$ cat src/rtl/io_uart_bridge.sv
// io_uart_bridge: IO port bus to byte-wide UART bridge with TX/RX FIFOs, paced TX handshake and sticky error status
module io_uart_bridge #(
    parameter int         FIFO_DEPTH    = 16,
    parameter int         TX_GAP_CYCLES = 2,
    parameter logic [7:0] DATA_PORT     = 8'h01,
    parameter logic [7:0] RXSTAT_PORT   = 8'h02,
    parameter logic [7:0] TXSTAT_PORT   = 8'h03,
    parameter logic [7:0] ERR_PORT      = 8'h04
) (
    input  logic       clk100,
    input  logic       reset,
    input  logic [7:0] IO_port_ID,
    input  logic [7:0] IO_write_data,
    input  logic       IO_write_strobe,
    input  logic       IO_read_strobe,
    output logic [7:0] IO_read_data,
    output logic [7:0] tx_data,
    output logic       tx_valid,
    input  logic       tx_ready,
    input  logic [7:0] rx_data,
    input  logic       rx_strobe,
    output logic       irq_rx
);
    localparam int AW = $clog2(FIFO_DEPTH);
    localparam int CW = AW + 1;
    localparam int GW = $clog2(TX_GAP_CYCLES + 2);
    localparam logic [CW-1:0] FULL = CW'(FIFO_DEPTH);

    typedef enum logic [1:0] {TX_IDLE, TX_SEND, TX_GAP} tx_state_t;

    logic [7:0]    tx_mem [FIFO_DEPTH];
    logic [7:0]    rx_mem [FIFO_DEPTH];
    logic [AW-1:0] tx_wr, tx_rd, rx_wr, rx_rd;
    logic [CW-1:0] tx_cnt, rx_cnt;
    logic          wr_prev, rd_prev;
    logic [7:0]    rd_port;
    logic          rx_overrun, tx_overflow, rx_underflow;
    tx_state_t     state, state_n;
    logic [GW-1:0] gap_cnt, gap_n;
    logic          tx_pop, tx_load;
    logic          tx_full, tx_empty, rx_full, rx_empty;
    logic          wr_first, rd_fall, tx_req, tx_push, rd_data, rx_pop, rx_push, err_clr;

    assign tx_full  = tx_cnt == FULL;
    assign tx_empty = tx_cnt == '0;
    assign rx_full  = rx_cnt == FULL;
    assign rx_empty = rx_cnt == '0;
    assign wr_first = IO_write_strobe && !wr_prev;
    assign rd_fall  = !IO_read_strobe && rd_prev;
    assign tx_req   = wr_first && IO_port_ID == DATA_PORT;
    assign tx_push  = tx_req && !tx_full;
    assign rd_data  = rd_fall && rd_port == DATA_PORT;
    assign rx_pop   = rd_data && !rx_empty;
    assign rx_push  = rx_strobe && (!rx_full || rx_pop);
    assign err_clr  = rd_fall && rd_port == ERR_PORT;
    assign tx_valid = state == TX_SEND && !reset;

    assign IO_read_data = !IO_read_strobe            ? 8'h00 :
                          IO_port_ID == DATA_PORT   ? (rx_empty ? 8'h00 : rx_mem[rx_rd]) :
                          IO_port_ID == RXSTAT_PORT ? {8{!rx_empty}} :
                          IO_port_ID == TXSTAT_PORT ? {8{tx_full}} :
                          IO_port_ID == ERR_PORT    ? {5'b0, rx_overrun, tx_overflow, rx_underflow} :
                                                      8'hFF;

    // Strobe history for edge detection; read port is latched so side effects at strobe fall use it
    always_ff @(posedge clk100) begin
        if (reset) begin
            wr_prev <= 1'b0;
            rd_prev <= 1'b0;
            rd_port <= 8'h00;
        end else begin
            wr_prev <= IO_write_strobe;
            rd_prev <= IO_read_strobe;
            if (IO_read_strobe && !rd_prev)
                rd_port <= IO_port_ID;
        end
    end

    // FIFO storage needs no reset; emptiness is defined by the pointers and counts
    always_ff @(posedge clk100) begin
        if (tx_push)
            tx_mem[tx_wr] <= IO_write_data;
        if (rx_push)
            rx_mem[rx_wr] <= rx_data;
    end

    // FIFO pointers wrap naturally at the power-of-two depth; counts track occupancy
    always_ff @(posedge clk100) begin
        if (reset) begin
            tx_wr  <= '0;
            tx_rd  <= '0;
            tx_cnt <= '0;
            rx_wr  <= '0;
            rx_rd  <= '0;
            rx_cnt <= '0;
        end else begin
            tx_wr  <= tx_wr + AW'(tx_push);
            tx_rd  <= tx_rd + AW'(tx_pop);
            tx_cnt <= tx_cnt + CW'(tx_push) - CW'(tx_pop);
            rx_wr  <= rx_wr + AW'(rx_push);
            rx_rd  <= rx_rd + AW'(rx_pop);
            rx_cnt <= rx_cnt + CW'(rx_push) - CW'(rx_pop);
        end
    end

    // Sticky error bits; a new error event beats a clear in the same cycle
    always_ff @(posedge clk100) begin
        if (reset) begin
            rx_overrun   <= 1'b0;
            tx_overflow  <= 1'b0;
            rx_underflow <= 1'b0;
            irq_rx       <= 1'b0;
        end else begin
            rx_overrun   <= (rx_overrun && !err_clr) || (rx_strobe && rx_full && !rx_pop);
            tx_overflow  <= (tx_overflow && !err_clr) || (tx_req && tx_full);
            rx_underflow <= (rx_underflow && !err_clr) || (rd_data && rx_empty);
            irq_rx       <= !rx_empty;
        end
    end

    // TX state register; the presented byte is captured once on entry to TX_SEND
    always_ff @(posedge clk100) begin
        if (reset) begin
            state   <= TX_IDLE;
            gap_cnt <= '0;
            tx_data <= 8'h00;
        end else begin
            state   <= state_n;
            gap_cnt <= gap_n;
            if (tx_load)
                tx_data <= tx_mem[tx_rd];
        end
    end

    // TX sequencing: present head, wait for handshake, then hold off for the gap
    always_comb begin
        state_n = state;
        gap_n   = gap_cnt;
        tx_pop  = 1'b0;
        tx_load = 1'b0;
        case (state)
            TX_IDLE: if (!tx_empty) begin
                state_n = TX_SEND;
                tx_load = 1'b1;
            end
            TX_SEND: if (tx_ready) begin
                tx_pop  = 1'b1;
                gap_n   = '0;
                state_n = TX_GAP_CYCLES > 0 ? TX_GAP : TX_IDLE;
            end
            TX_GAP: if (gap_cnt == GW'(TX_GAP_CYCLES - 1))
                state_n = TX_IDLE;
            else
                gap_n = gap_cnt + 1'b1;
            default: state_n = TX_IDLE;
        endcase
    end
endmodule

$ cat config.mk
export PLATFORM = sky130hd
export DESIGN_NAME = io_uart_bridge
export DESIGN_NICKNAME = d
export VERILOG_FILES = /design/src/rtl/io_uart_bridge.sv
export SDC_FILE = /design/constraint.sdc
export NUM_CORES = 1
export LEC_CHECK = 0
export ABC_AREA = 1
export BUFFER_PORTS_ARGS = -buffer_cell sky130_fd_sc_hd__buf_4
export CAP_MARGIN = 5
export CORE_ASPECT_RATIO = 0.9
export CORE_MARGIN = 4
export CORE_UTILIZATION = 45
export CTS_CLUSTER_SIZE = 8
export DETAILED_ROUTE_END_ITERATION = 8
export GPL_ROUTABILITY_DRIVEN = 0
export HOLD_SLACK_MARGIN = 0.03
export MAX_ROUTING_LAYER = met4
export PLACE_DENSITY = 0.6
export REMOVE_ABC_BUFFERS = 1
export SLEW_MARGIN = 20
export SYNTH_ARGS = -nofsm -noshare
export SYNTH_HDL_FRONTEND = slang
export SYNTH_SLANG_ARGS = --single-unit
$ cat constraint.sdc
create_clock -name clk100 -period 2.9 [get_ports clk100]
set_input_delay 0.58 -clock clk100 [delete_from_list [all_inputs] [get_ports clk100]]
set_output_delay 0.58 -clock clk100 [all_outputs]
set_load 0.05 [all_outputs]
# [Yosys cells after proc, flatten, opt, wreduce, memory -nomap -nowiden]
# Memory sizes are Yosys's and may differ from the RTL's. A register that Yosys moved wholly into a read port is not among the register bits.
# Index checks and enable logic that the tools add are counted.
[word_totals] mem_bits_rw=256 out_inout_bits=18 register_bits=44 memories=2
[mem_list] name="rx_mem" words=16 word_bits=8 read_ports=1 rd_ports_with_merged_regs=1 wr=1 line="32" source="logic [7:0] rx_mem [FIFO_DEPTH];"
[mem_list] name="tx_mem" words=16 word_bits=8 read_ports=1 rd_ports_with_merged_regs=1 wr=1 line="31" source="logic [7:0] tx_mem [FIFO_DEPTH];"
[classes] eq_ne=15 muxes=22 addsub=9 reduce_logical=36
[op_table] cell="$mux 8" count=6
[op_table] cell="$logic_and 1x1->1" count=17
[op_table] cell="$add 4x1->4" count=4
[op_table] cell="$eq 8x1->1 const B" count=2
[op_table] cell="$eq 8x2->1 const B" count=2
[op_table] cell="$eq 8x3->1 const B" count=2
[op_table] cell="$add 5x1->5" count=2
[op_table] cell="$eq 5x5->1 const B" count=2
[op_table] cell="$logic_not 5->1" count=2
[op_table] cell="$mux 2" count=5
[op_table] cell="$sub 5x1->5" count=2
[op_table] cell="$logic_not 1->1" count=9
[op_table] cell="$mux 1" count=8
[op_table] cell="$ne 2x2->1 const B" count=4
[op_table] cell="$pmux 2 s3" count=1
[op_table] cell="$reduce_and 3->1" count=2
[op_table] cell="$eq 2x1->1 const B" count=2
[op_table] cell="$logic_or 1x1->1" count=4
[op_table] cell="$mux 4" count=1
[op_table] cell="$pmux 2 s2" count=1
[op_table] cell="$add 2x1->2 const B" count=1
[op_table] cell="$eq 2x2->1 const B" count=1
[op_table] cell="$logic_not 2->1" count=1
[op_table] cell="$reduce_bool 2->1" count=1

# [Logic depth before layout (Yosys ltp)]
[depth] word_depth=8 depth_mapped=15 ltp_nobuf=14

# [Least setup slack after synthesis]
# No wires, ideal clock.
[synth_timing] path_type="input -> register" start="input IO_port_ID[4]" end="register tx_cnt[4]" cell_stages=15 t_arrival_ns=2.555 setup_slack_ns=0.226 path_cell_list="inv_2 > nand2_2 > nor3_4 > nand2_2 > nor2_4 > buf_4 > nand3_1 > ha_1 > inv_1 > ha_1 > fa_1 > nand3_1 > nand2_1 > o21ai_0 > a21oi_1"
[synth_via] elab_chain_len=5
[synth_lines] item="start, declared" line="12" source="input logic [7:0] IO_port_ID,"
[synth_lines] item="$eq 8x1->1" line="50" source="assign tx_req = wr_first && IO_port_ID == DATA_PORT;"
[synth_lines] item="$logic_and 1x1->1" line="50"
[synth_lines] item="$logic_and 1x1->1" line="51" source="assign tx_push = tx_req && !tx_full;"
[synth_lines] item="$add 5x1->5" line="99" source="tx_cnt <= tx_cnt + CW'(tx_push) - CW'(tx_pop);"
[synth_lines] item="$sub 5x1->5" line="99"
[synth_lines] item="end signal, assigned" line="99"
[synth_lines] item="end, declared" line="34" source="logic [CW-1:0] tx_cnt, rx_cnt;"
# Every way passes these cells.
# A chain may end at the register's enable or synchronous reset.

# [Final worst setup path]
[layout_timing] start="register rx_cnt[3]" end="output IO_read_data[7]"
[layout_via] elab_chain_len=5
[layout_lines] item="start, declared" line="34"
[layout_lines] item="start signal, assigned" line="102" source="rx_cnt <= rx_cnt + CW'(rx_push) - CW'(rx_pop);"
[layout_lines] item="$logic_not 5->1 (*)" line="47" source="assign rx_empty = rx_cnt == '0;"
[layout_lines] item="$logic_not 1->1" line="60" source="IO_port_ID == RXSTAT_PORT ? {8{!rx_empty}} :"
[layout_lines] item="$mux 8" line="60"
[layout_lines] item="$mux 8 (*)" line="59" source="IO_port_ID == DATA_PORT ? (rx_empty ? 8'h00 : rx_mem[rx_rd]) :"
[layout_lines] item="$mux 8 (*)" line="58" source="assign IO_read_data = !IO_read_strobe ? 8'h00 :"
[layout_lines] item="end, declared" line="16" source="output logic [7:0] IO_read_data,"
# Mark *: on every way between the ends. The rest lies on a longest branch, timed or not.

==> results.py <==
metrics = {
    "routing": {
        "vias": 9026,
        "routed_wl_mm": 31.04,
        "drt_iter0_drc": 742,
        "drtAntennaViolNets": 0,
        "drcViolationCount": 0,
        "wl_per_cell_um": 18.50,
        "first_pass_iters": 5,
        "avgViaCountPerCell": 5.379,
    },
    "yosys": {
        "synth-xor-area-share": 0.005414,
        "synth_warnings": 0,
        "synth_cells": 1200,
        "syn_area_mm2": 0.01294,
        "yosysTopAreaCell": "edfxtp_1",
        "synth_cell_type_count": 35,
        "synth.avg_cell_area_um2": 10.78,
        "synth-simple-area-share": 0.2043,
        "synth_top_family_by_area": "simple AND/OR/NAND/NOR gates",
        "synth-seq-area-share": 0.6745,
        "synth_fa_ha_area_frac": 0.02340,
        "yosysTopAreaCellShare": 0.5940,
        "synth_area_leaders": "edfxtp_1, dfxtp_1, nand3_1",
        "synth.area.mux_share": 0,
        "synth_compound_area_frac": 0.04757,
        "synth_seq_cells": 308,
    },
    "timing": {
        "hold_violations": 0,
        "maxSlewViolCount": 0,
        "finalSetupViolations": 0,
        "finalCritPeriodShare": 0.9564,
        "worst_clock_skew_ns": 0.03255,
        "max_slew.worst_pin.slew_ns": 0.6703,
        "period_needed_ns": 2.774,
        "grt_setup_unrepaired": "false",
        "timing.fmax_mhz": 360.5,
        "setup_tns_ns": 0,
        "slew-limit-headroom": 0.5526,
    },
    "critical_path": {
        "crit_chain": "inv_1, ha_1, nand2_1, nor2_2, nand4_1, nand4_1, buf_4, a21oi_1, buf_4",
        "critPathKind": "register to output pin",
        "required_ns": 2.32,
        "crit_buf_inv": 3,
        "cp_slowest_stage_delay_ns": 0.32,
        "path_max_fanout": 5,
        "cp_data_arrival_time_ns": 2.19,
        "startpoint_type": "register",
        "cp_slowest_cell": "dfxtp_1",
        "end_kind": "output pin",
        "critPathTopFamily": "simple AND/OR/NAND/NOR gates",
    },
    "clocking": {
        "cts.clk_slew.worst_paths_ns": 0.05,
        "cts_root_buf": "clkbuf_16",
        "htreeDepth": 2,
        "clk_path_buf_depth": 3,
        "cts_hold_buffers": 0,
        "clk_latency_ns": 0.53,
        "cts_tree": "yes",
        "cts_made_buffers": 44,
        "clock_sinks": 308,
    },
    "grt": {
        "grt_pass1_wl_mm": 47.98,
        "antenna_found_initial": 0,
        "grt_pass1_vias": 8602,
        "grt_max_degree": 36,
        "grt_overflow": 0,
        "grt.total_usage": 0.1991,
    },
    "final_layout": {
        "diodes": 0,
        "drive_gt1_frac": 0.1335,
        "finish.net_count": 1346,
        "fin_util": 0.5420,
        "seq_area_mm2": 0.008733,
        "stdcell_area_mm2": 0.01526,
        "synthToLayoutAreaGrowth_pct": 17.93,
        "final.fill_count": 2473,
        "multi_input_area_mm2": 0.003650,
    },
    "place": {
        "io_buffers": 47,
        "place_hpwl_mm": 18.69,
        "dpl_cell_area_mm2": 0.01388,
    },
    "floorplan": {
        "dieWidth_um": 186.8,
        "die_y_um": 168.9,
        "ioPinCount": 48,
        "core_mm2": 0.02816,
        "initial_utilization": 0.4596,
        "dieArea_mm2": 0.03154,
        "num_rows": 58,
    },
    "outcome": {
        "status": "complete, no violations",
    },
    "worst_hold_path": {
        "worstHoldPathType": "input pin to register",
    },
    "run": {
        "cap_violations": 0,
    },
    "power_and_ir_drop": {
        "power_density_mw_per_mm2": 761.5,
        "p_leak_nw": 5.751,
        "peakVddDrop_mv": 0.4269,
        "power_mw": 11.62,
    },
}
-- worst paths after layout --
check,from,end,slack (ns),cells past startpoint
max,rx_cnt[3],IO_read_data[7],0.13,9
min,IO_write_strobe,wr_prev,0.28,3
max reg2reg,rd_port[7],rx_cnt[4],0.43,12
min reg2reg,gap_cnt[0],gap_cnt[0],0.46,1
-- placed cells by master (no fill, tap or decap), types with 2 or more instances in the layout --
cell	count
a21oi_1	25
a21oi_2	2
buf_12	4
buf_4	97
clkbuf_1	24
clkbuf_16	45
clkinv_1	4
clkinv_8	2
dfxtp_1	50
edfxtp_1	256
fa_1	2
ha_1	21
inv_1	68
inv_2	4
nand2_1	211
nand2_2	4
nand3_1	158
nand3_2	2
nand3b_1	4
nand4_1	8
nand4_2	2
nor2_1	176
nor2_2	2
nor3_1	35
o211ai_1	8
o21ai_0	65
o21ai_1	17
xnor2_1	6
xor2_1	2
-- cells in the mapped netlist --
| cell type | n |
|---|---|
| nand2_4 | 1 |
| nand3b_1 | 4 |
| o21ai_0 | 65 |
| nor3_1 | 35 |
| xor2_1 | 2 |
| ha_1 | 21 |
| nand3_1 | 159 |
| or2_2 | 1 |
| buf_6 | 1 |
| nor4_4 | 1 |
| nand4_1 | 8 |
| inv_2 | 4 |
| o21ai_1 | 17 |
| nand3_2 | 1 |
| nor2_2 | 1 |
| xnor2_1 | 6 |
| clkbuf_1 | 21 |
| o211ai_1 | 8 |
| a21oi_1 | 27 |
| o211a_1 | 1 |
| nor2_4 | 1 |
| or2_1 | 1 |
| buf_4 | 9 |
| nand2_2 | 3 |
| nand4_2 | 2 |
| inv_1 | 68 |
| dfxtp_1 | 52 |
| buf_2 | 26 |
| buf_1 | 1 |
| fa_1 | 2 |
| clkinv_1 | 5 |
| nor3_4 | 1 |
| edfxtp_1 | 256 |
| nor2_1 | 177 |
| nand2_1 | 212 |
-- worst register-to-register path: stages, from the launching register on --
cell and delay (ns):
dfxtp_1 0.33, nor4_4 0.35, nand3_2 0.14, nand2_2 0.10
nand2_4 0.12, ha_1 0.31, inv_1 0.04, ha_1 0.19
fa_1 0.40, nand3_1 0.10, nand2_1 0.07, o21ai_0 0.16
a21oi_1 0.05
-- final cells by class --
type | instances | area share
sequential | 308 | 0.5723
timing repair buffer | 105 | 0.05928
tap | 360 | 0.02952
clock buffer | 68 | 0.07805
multi-input combinational | 757 | 0.2392
clock inverter | 3 | 0.001968
inverter | 77 | 0.01976
-- routing by layer --
layer  vias up  GRT usage  share of wire
li1       4344          -              -
met1      4337     0.2925           0.47
met2       307     0.2922           0.44
met3        38    0.03526          0.078
met4         0    0.04629          0.014
met5         -          -              0
-- power by group --
group / internal (mW) / total (mW) / switching [mW]
Combinational: 0.614 / 1.97 / 1.36
Clock: 2.79 / 4.55 / 1.76
Sequential: 5.00 / 5.10 / 0.0982
-- cells by family (layout without fill, tap and decap cells) --
group,after synthesis,count (layout)
simple gates,608,608
flops,308,308
buf+inv,135,253
compound gates,118,118
fa+ha+maj,23,23
xor+xnor,8,8
-- sequential cells by signal, indices dropped and copies added (netlist names) --
| name | count |
|---|---|
| rx_rd | 4 |
| rx_overrun | 1 |
| tx_mem | 128 |
| rx_mem | 128 |
| wr_prev | 1 |
| rx_cnt | 5 |
| tx_wr | 4 |
| tx_rd | 4 |
| tx_data | 8 |
| state | 2 |
| rx_wr | 4 |
| gap_cnt | 2 |
| tx_cnt | 5 |
| rx_underflow | 1 |
| tx_overflow | 1 |
| rd_port | 8 |
| irq_rx | 1 |
| rd_prev | 1 |
-- repair_timing --
action / in CTS / in global routing
pin swaps: 1 / 1
gates resized for setup: 2 / 11
buffers inserted: 1 / 3
gates cloned: 2 / 1
setup endpoints to repair: 7 / 8
-- per-stage QoR --
stage | cells | setup slack, ns | hold WS [ns]
after floorplan | 1142 | -0.5372 | 0.4296
after global placement | 1600 | 0.2269 | 0.4473
after detailed placement | 1600 | 0.1795 | 0.4549
after CTS | 1674 | 0.01512 | 0.2626
after global routing | 1678 | 0.01085 | 0.2804
final | 1678 | 0.1264 | 0.2796
Note: power is estimated with default switching activity, not from simulation.
